File: src/rtl/extra_slot_arbiter.sv
// extra_slot_arbiter: shares the extra memory slot (busCycle 2'b10) between the
// internal/external disk, sound and DMA requesters using round-robin with optional sound priority.
module extra_slot_arbiter #(
    parameter logic [21:0] DSK_INT_BASE = 22'h100000,
    parameter logic [21:0] DSK_EXT_BASE = 22'h200000,
    parameter logic [21:0] SND_BASE     = 22'h000000,
    parameter logic [21:0] DMA_BASE     = 22'h000000,
    parameter bit          SND_PRIO     = 1'b1
) (
    input  logic        clk,
    input  logic        _reset,
    input  logic        clk8_en_p,
    input  logic [1:0]  busCycle,
    input  logic [3:0]  req,
    input  logic [21:0] reqAddr0,
    input  logic [21:0] reqAddr1,
    input  logic [21:0] reqAddr2,
    input  logic [21:0] reqAddr3,
    input  logic        dmaWrite,
    output logic [3:0]  grant,
    output logic [3:0]  ack,
    output logic [21:0] memoryAddr,
    output logic        extraRomRead,
    output logic        extraRamRead,
    output logic        extraRamWrite
);

    logic        arb_now;
    logic        slot_end;

    logic [1:0]  ptr_q, ptr_d;
    logic [3:0]  grant_q, grant_d;
    logic [3:0]  ack_q, ack_d;
    logic [21:0] addr_q, addr_d;
    logic        dma_wr_q, dma_wr_d;

    logic        win_valid;
    logic [1:0]  win_idx;
    logic [21:0] win_addr;
    logic        rr_found;
    logic [1:0]  rr_idx;

    // Arbitration happens at the end of slot 01; the granted slot ends at the end of slot 10.
    assign arb_now  = clk8_en_p && (busCycle == 2'b01);
    assign slot_end = clk8_en_p && (busCycle == 2'b10);

    // Winner selection: sound override first, otherwise scan upward from ptr+1.
    always_comb begin
        win_valid = |req;
        win_idx   = ptr_q;
        rr_found  = 1'b0;
        rr_idx    = 2'b00;
        if (SND_PRIO && req[2]) begin
            win_idx = 2'd2;
        end else begin
            for (int k = 1; k <= 4; k++) begin
                rr_idx = ptr_q + 2'(k);
                if (!rr_found && req[rr_idx]) begin
                    win_idx  = rr_idx;
                    rr_found = 1'b1;
                end
            end
        end
    end

    // Base offsets wrap modulo 2^22; the carry out is deliberately dropped.
    always_comb begin
        case (win_idx)
            2'd0:    win_addr = reqAddr0 + DSK_INT_BASE;
            2'd1:    win_addr = reqAddr1 + DSK_EXT_BASE;
            2'd2:    win_addr = reqAddr2 + SND_BASE;
            default: win_addr = reqAddr3 + DMA_BASE;
        endcase
    end

    always_comb begin
        ptr_d    = ptr_q;
        grant_d  = grant_q;
        addr_d   = addr_q;
        dma_wr_d = dma_wr_q;
        ack_d    = 4'b0000;
        if (arb_now) begin
            if (win_valid) begin
                grant_d  = 4'b0001 << win_idx;
                ptr_d    = win_idx;
                addr_d   = win_addr;
                dma_wr_d = dmaWrite;
            end else begin
                grant_d  = 4'b0000;
            end
        end else if (slot_end) begin
            // A committed grant always completes, even if its request has dropped.
            ack_d   = grant_q;
            grant_d = 4'b0000;
        end
    end

    always_ff @(posedge clk or negedge _reset) begin
        if (!_reset) begin
            ptr_q    <= 2'b11;
            grant_q  <= 4'b0000;
            ack_q    <= 4'b0000;
            addr_q   <= 22'h000000;
            dma_wr_q <= 1'b0;
        end else begin
            ptr_q    <= ptr_d;
            grant_q  <= grant_d;
            ack_q    <= ack_d;
            addr_q   <= addr_d;
            dma_wr_q <= dma_wr_d;
        end
    end

    assign grant         = grant_q;
    assign ack           = ack_q;
    assign memoryAddr    = addr_q;
    assign extraRomRead  = grant_q[0] | grant_q[1];
    assign extraRamRead  = grant_q[2] | (grant_q[3] & ~dma_wr_q);
    assign extraRamWrite = grant_q[3] & dma_wr_q;

endmodule
File: config.mk
export PLATFORM = sky130hd
export DESIGN_NAME = extra_slot_arbiter
export DESIGN_NICKNAME = d
export VERILOG_FILES = /design/src/rtl/extra_slot_arbiter.sv
export SDC_FILE = /design/constraint.sdc
export NUM_CORES = 1
export LEC_CHECK = 0
export BUFFER_PORTS_ARGS = -buffer_cell sky130_fd_sc_hd__buf_2
export CORE_ASPECT_RATIO = 0.9
export CORE_MARGIN = 10
export CORE_UTILIZATION = 45
export CTS_BUF_LIST = sky130_fd_sc_hd__clkbuf_4 sky130_fd_sc_hd__clkbuf_8
export DETAILED_ROUTE_END_ITERATION = 12
export PLACE_DENSITY = 0.86
export SLEW_MARGIN = 20
export SYNTH_ARGS = -nofsm -noshare
export SYNTH_HDL_FRONTEND = slang
export SYNTH_SLANG_ARGS = --single-unit
File: constraint.sdc
create_clock -name clk -period 2.6 [get_ports clk]
set_input_delay 0.13 -clock clk [delete_from_list [all_inputs] [get_ports clk]]
set_output_delay 0.13 -clock clk [all_outputs]
set_load 0.02 [all_outputs]
Word-level counts from Yosys, hierarchy flattened
Cells that the tools add are included.
{"block": "classes", "order_cmp": 4, "bitwise": 5, "reduce_logical": 12, "eq_ne": 4, "add_sub_neg": 5, "shift": 1, "n_mux": 25}
{"op": "one-hot mux 22 bit (3 select lines)", "count": 1}
{"op": "adder 22 x 21 -> 22 bit (second input constant)", "count": 1}
{"op": "adder 22 bit (second input constant)", "count": 1}
{"op": "2-to-1 mux 4 bit", "count": 5}
{"op": "< comparator 2 x 3 -> 1 bit (second input constant)", "count": 4}
{"op": "2-to-1 mux 1 bit", "count": 10}
{"op": "2-to-1 mux 2 bit", "count": 5}
{"op": "binary-select mux 1 bit (select 2 bit)", "count": 4}
{"op": "logical AND 1 bit", "count": 5}
{"op": "adder 2 bit (second input constant)", "count": 2}
{"op": "equality test 2 x 1 -> 1 bit (second input constant)", "count": 2}
{"op": "equality test 2 bit (second input constant)", "count": 2}
{"op": "OR reduction 4 bit", "count": 1}
{"op": "left shift 1 x 2 -> 4 bit (first input constant)", "count": 1}
{"op": "zero test 1 bit", "count": 3}
{"op": "adder 2 x 1 -> 2 bit (second input constant)", "count": 1}
{"op": "AND 1 bit", "count": 2}
{"op": "zero test 2 bit", "count": 1}
{"op": "bitwise OR 1 bit", "count": 2}
{"op": "AND reduction 2 bit", "count": 1}
{"op": "nonzero test 2 bit", "count": 1}
{"op": "NOT 1 bit", "count": 1}
{"block": "word_totals", "word_cells": 61, "regBits": 33, "in_bits": 98, "output_inout_bits": 33}

Depth between registers and ports, before layout
{"block": "logic_depth", "word_depth": 20, "mapped_depth": 8, "depth_no_buf": 5}

Least setup slack after synthesis
No wires, ideal clock.
{"block": "synth_timing", "path_kind": "register -> register", "start": "register ptr_q[1]", "end": "register addr_q[20], in the netlist memoryAddr[20]", "n_path_buf": 2, "path_stages_with_launch": 8, "path_slack_ps": 677, "required_time_ps": 2478, "setup_ps": 122, "arrival_time_ps": 1801, "synth_period_minus_slack_ps": 1923, "path_cell_list": "dfstp_2 -> buf_2 -> a21boi_1 -> or3b_1 -> a21oi_1 -> buf_2 -> a221oi_1 -> a32o_1"}
{"block": "synth_via", "elab_chain_len": 19, "word_cells_on_any_way": 32, "classes_between": "add/sub: 3; eq/ne: 2; mux: 20; reduce/logical: 7"}
{"element": "start: declaration", "line_no": "31", "source": "logic [1:0] ptr_q, ptr_d;"}
{"element": "start signal: assignment", "line_no": "106", "source": "ptr_q <= ptr_d;"}
{"element": "adder 2 x 1 -> 2 bit", "line_no": "57", "source": "rr_idx = ptr_q + 2'(k);"}
{"element": "binary-select mux 1 bit (select 2 bit)", "line_no": "58", "source": "if (!rr_found && req[rr_idx]) begin"}
{"element": "2-to-1 mux 1 bit (not written as such)", "line_no": "58"}
{"element": "2-to-1 mux 1 bit", "line_no": "58"}
{"element": "2-to-1 mux 1 bit", "line_no": "53", "source": "if (SND_PRIO && req[2]) begin"}
{"element": "zero test 1 bit", "line_no": "58"}
{"element": "logical AND 1 bit", "line_no": "58"}
{"element": "2-to-1 mux 1 bit", "line_no": "58"}
{"element": "(+3 left out)"}
{"element": "2-to-1 mux 1 bit", "line_no": "58"}
{"element": "2-to-1 mux 1 bit", "line_no": "53"}
{"element": "zero test 1 bit", "line_no": "58"}
{"element": "logical AND 1 bit", "line_no": "58"}
{"element": "2-to-1 mux 2 bit *", "line_no": "58"}
{"element": "2-to-1 mux 2 bit *", "line_no": "53"}
{"element": "equality test 2 bit, or another cell as far along", "line_no": "68", "source": "case (win_idx)"}
{"element": "one-hot mux 22 bit (3 select lines) *", "line_no": "68"}
{"element": "end signal: assignment", "line_no": "109", "source": "addr_q <= addr_d;"}
{"element": "end: declaration", "line_no": "34", "source": "logic [21:0] addr_q, addr_d;"}
Every way passes the cells marked *; elsewhere a longest branch is shown, timed or not. The select of a mux whose other input is x is not followed.
A chain may end at the register's enable or synchronous reset.

Final worst setup path
{"block": "layout_timing", "start": "register ptr_q[0]", "end": "register addr_q[0], in the netlist memoryAddr[0]"}
Same word-level chain as after synthesis.

==> flow_summary.ini <==
[placed_design]
gp_congestion = 0.8743
hpwl_mm = 6.307
placed_area_um2 = 2844
portBuffers = 130

[timing]
setup_viol = 0
period_share = 0.8650
period_needed_ps = 2249
skew_ps = 12.37
max_slew_margin = 0.4970
maxSlewViolCount = 0
hold_violations = 0
max_freq_mhz = 444.6
grt_setup_unrepaired = no
tns_ps = 0
worst_pin_slew_ps = 754.6

[yosys]
synth_cell_types = 40
synthTopCellsByArea = dfrtp_1, nor3_1, a221o_1
yosysTopAreaCell = dfrtp_1
syn_area_per_cell_um2 = 8.183
yosysSeqAreaShare = 0.3849
synthCells = 263
yosys.area.top_type_share = 0.3605
yosysMostFrequentCell = nand2_1
ys_ff_latch = 33
postSynthNetCount = 361
yosysWarnings = 0
synth-main-ff-cell = dfrtp_1
async_flop_share = 1.000
ys_top_cells_by_count = nand2_1, nor3_1, dfrtp_1
synth-edff-count = 0
synth_area_um2 = 2152

[cts]
clkTransAtPathRegs_ps = 70
cts_tree = yes
clock_latency_ps = 290
cts.htree.levels = 2
cts-root-buf = clkbuf_8
cts-resized-gates = 0
cts_buffers = 5
cts_setup_buffers = 0
clock_path_buffers = 2
cts_hold_buf = 1
cts_sinks = 33

[drt]
dr_total_vias = 2543
drt-total-wl_mm = 8.110
drc = 0
viasPerCell = 5.651
drtIter0Drc = 161
wl_per_cell_um = 18.02
firstDrtPassIters = 4
ant_nets = 0

[setup_path]
start_kind = flop
reg2reg_depth = 6
reg2reg_slack_ps = 350
crit_fanout = 18
cp-startpoint = ptr_q[0]
required_ps = 2800
crit_arrival_ps = 2440
cp_cell_sequence = xor2_1, a21oi_1, and2_1, buf_4, nor3_1, o31ai_1
cp.buffers_inverters = 1
r2r_end = memoryAddr[0]
critical_path.top_delay_family = simple AND/OR/NAND/NOR gates
criticalPathCategory = reg -> reg
crit_slowest_cell = and2_1
critPathCaptureType = flop
slowest_delay_ps = 620
reg2reg_from = ptr_q[0]

[hold_path]
holdPathEnd = dma_wr_q
hold-path-cell-count = 3
holdCritStartpoint = dmaWrite
min-delay-path-class = in -> reg

[global_routing]
grt_pass1_wl_mm = 12.44
antenna_found_initial = 0
grt_max_degree = 34
first_global_vias = 2470
grt_usage = 0.1909
grt.overflow.total = 0

[floorplanning]
core_um2 = 4547
initial_core_util = 0.4733
dieArea_um2 = 7952
pin_count = 131
row_count = 23
dieWidth_um = 92.90
die_y_um = 85.61

[power_and_ir_drop]
cellLeakagePower_nw = 1.615
comb_power_share = 0.361
power_frac_clock = 0.272
p_sw_frac = 0.3603
p_switching_mw = 0.6734
peakVddDrop_mv = 0.3232
power_density_nw_per_um2 = 628.4
power_frac_seq = 0.367
power.internal_mw = 1.196

[run_status]
outcome = complete, no violations

[final_layout]
fin_area_um2 = 2974
multi_input_area_um2 = 1122
synthToLayoutAreaGrowth_pct = 38.20
seqCellArea_um2 = 828.3
diodes = 0
layout-drive-gt1-share = 0.4021
fillers = 425
finalNetCount = 485

[job]
cap_violations = 0
sequential cells by signal (all words and copies together) (netlist names):
register    count
grant           4
ptr_q           2
ack             4
memoryAddr     22
dma_wr_q        1
worst register-to-register path, cell delays in order (launching register included):
cell and delay, ps:
dfstp_2 610, xor2_1 100, a21oi_1 220, and2_1 620, buf_4 290, nor3_1 60, o31ai_1 260
cell usage in the layout, fill, tap and decap left out, types with 6 or more instances in the layout:
cell      count
a221o_1      20
and2_1        6
buf_2       130
buf_4        10
clkbuf_8      6
dfrtp_1      31
inv_1        23
nand2_1      47
nor3_1       41
o31ai_1      20
area by class of cell:
cell class,count,share of cell area
Clock inverter,1,0.01010
Clock buffer,7,0.03029
Sequential cell,33,0.2785
Multi-Input combinational cell,182,0.3774
Tap cell,62,0.02608
Inverter,24,0.03029
Timing Repair Buffer,141,0.2474
worst max-delay path by stage:
stage / to / slack (ps) / cells after the start
3_5_place_dp: memoryAddr[0] / 340 / 6
6_report: memoryAddr[0] / 350 / 6
3_3_place_gp: memoryAddr[0] / 490 / 6
2_1_floorplan: memoryAddr[20] / 680 / 7
5_1_grt: memoryAddr[14] / 140 / 6
4_1_cts: memoryAddr[18] / 360 / 6
kinds of logic (layout without fill, tap and decap cells):
group,count (synthesis),in the layout,share of synthesized area
compound gates,65,65,0.2517
flops,33,33,0.3849
simple gates,113,113,0.2488
xor+xnor,3,3,0.01221
fa+ha+maj,1,1,0.005232
buf+inv,48,173,0.09709
power by group through the flow:
stage               logic, mW  clock network, mW  registers (mW)
floorplan               0.305                  0           0.786
global placement        0.658                  0           0.685
detailed placement      0.673                  0           0.693
CTS                     0.677              0.516           0.684
global route            0.740              0.549           0.699
finish                  0.675              0.509           0.686
layer usage:
| metal | part of all wire | routed length, µm | global-route usage |
|---|---|---|---|
| met1 | 0.38 | 3052 | 0.2129 |
| met2 | 0.50 | 4092 | 0.3335 |
| met3 | 0.10 | 807 | 0.06446 |
| met4 | 0.019 | 157 | 0.06162 |
| met5 | 0 | 0 | 0 |
stage by stage:
stage | power (mW) | cells | hold WS (ps) | worst slack [ps] | utilization
final | 1.869 | 450 | 68.96 | 350.9 | 0.6541
after global routing | 1.988 | 450 | 88.99 | 141.3 | 0.6541
after CTS | 1.878 | 450 | 69.93 | 357.8 | 0.6541
after detailed placement | 1.366 | 441 | 235.8 | 338.6 | 0.6255
after global placement | 1.344 | 441 | 230.5 | 486.7 | 0.6255
after floorplan | 1.091 | 263 | -165.6 | 677.2 | -
No activity file was read; power rests on OpenSTA's default activity.
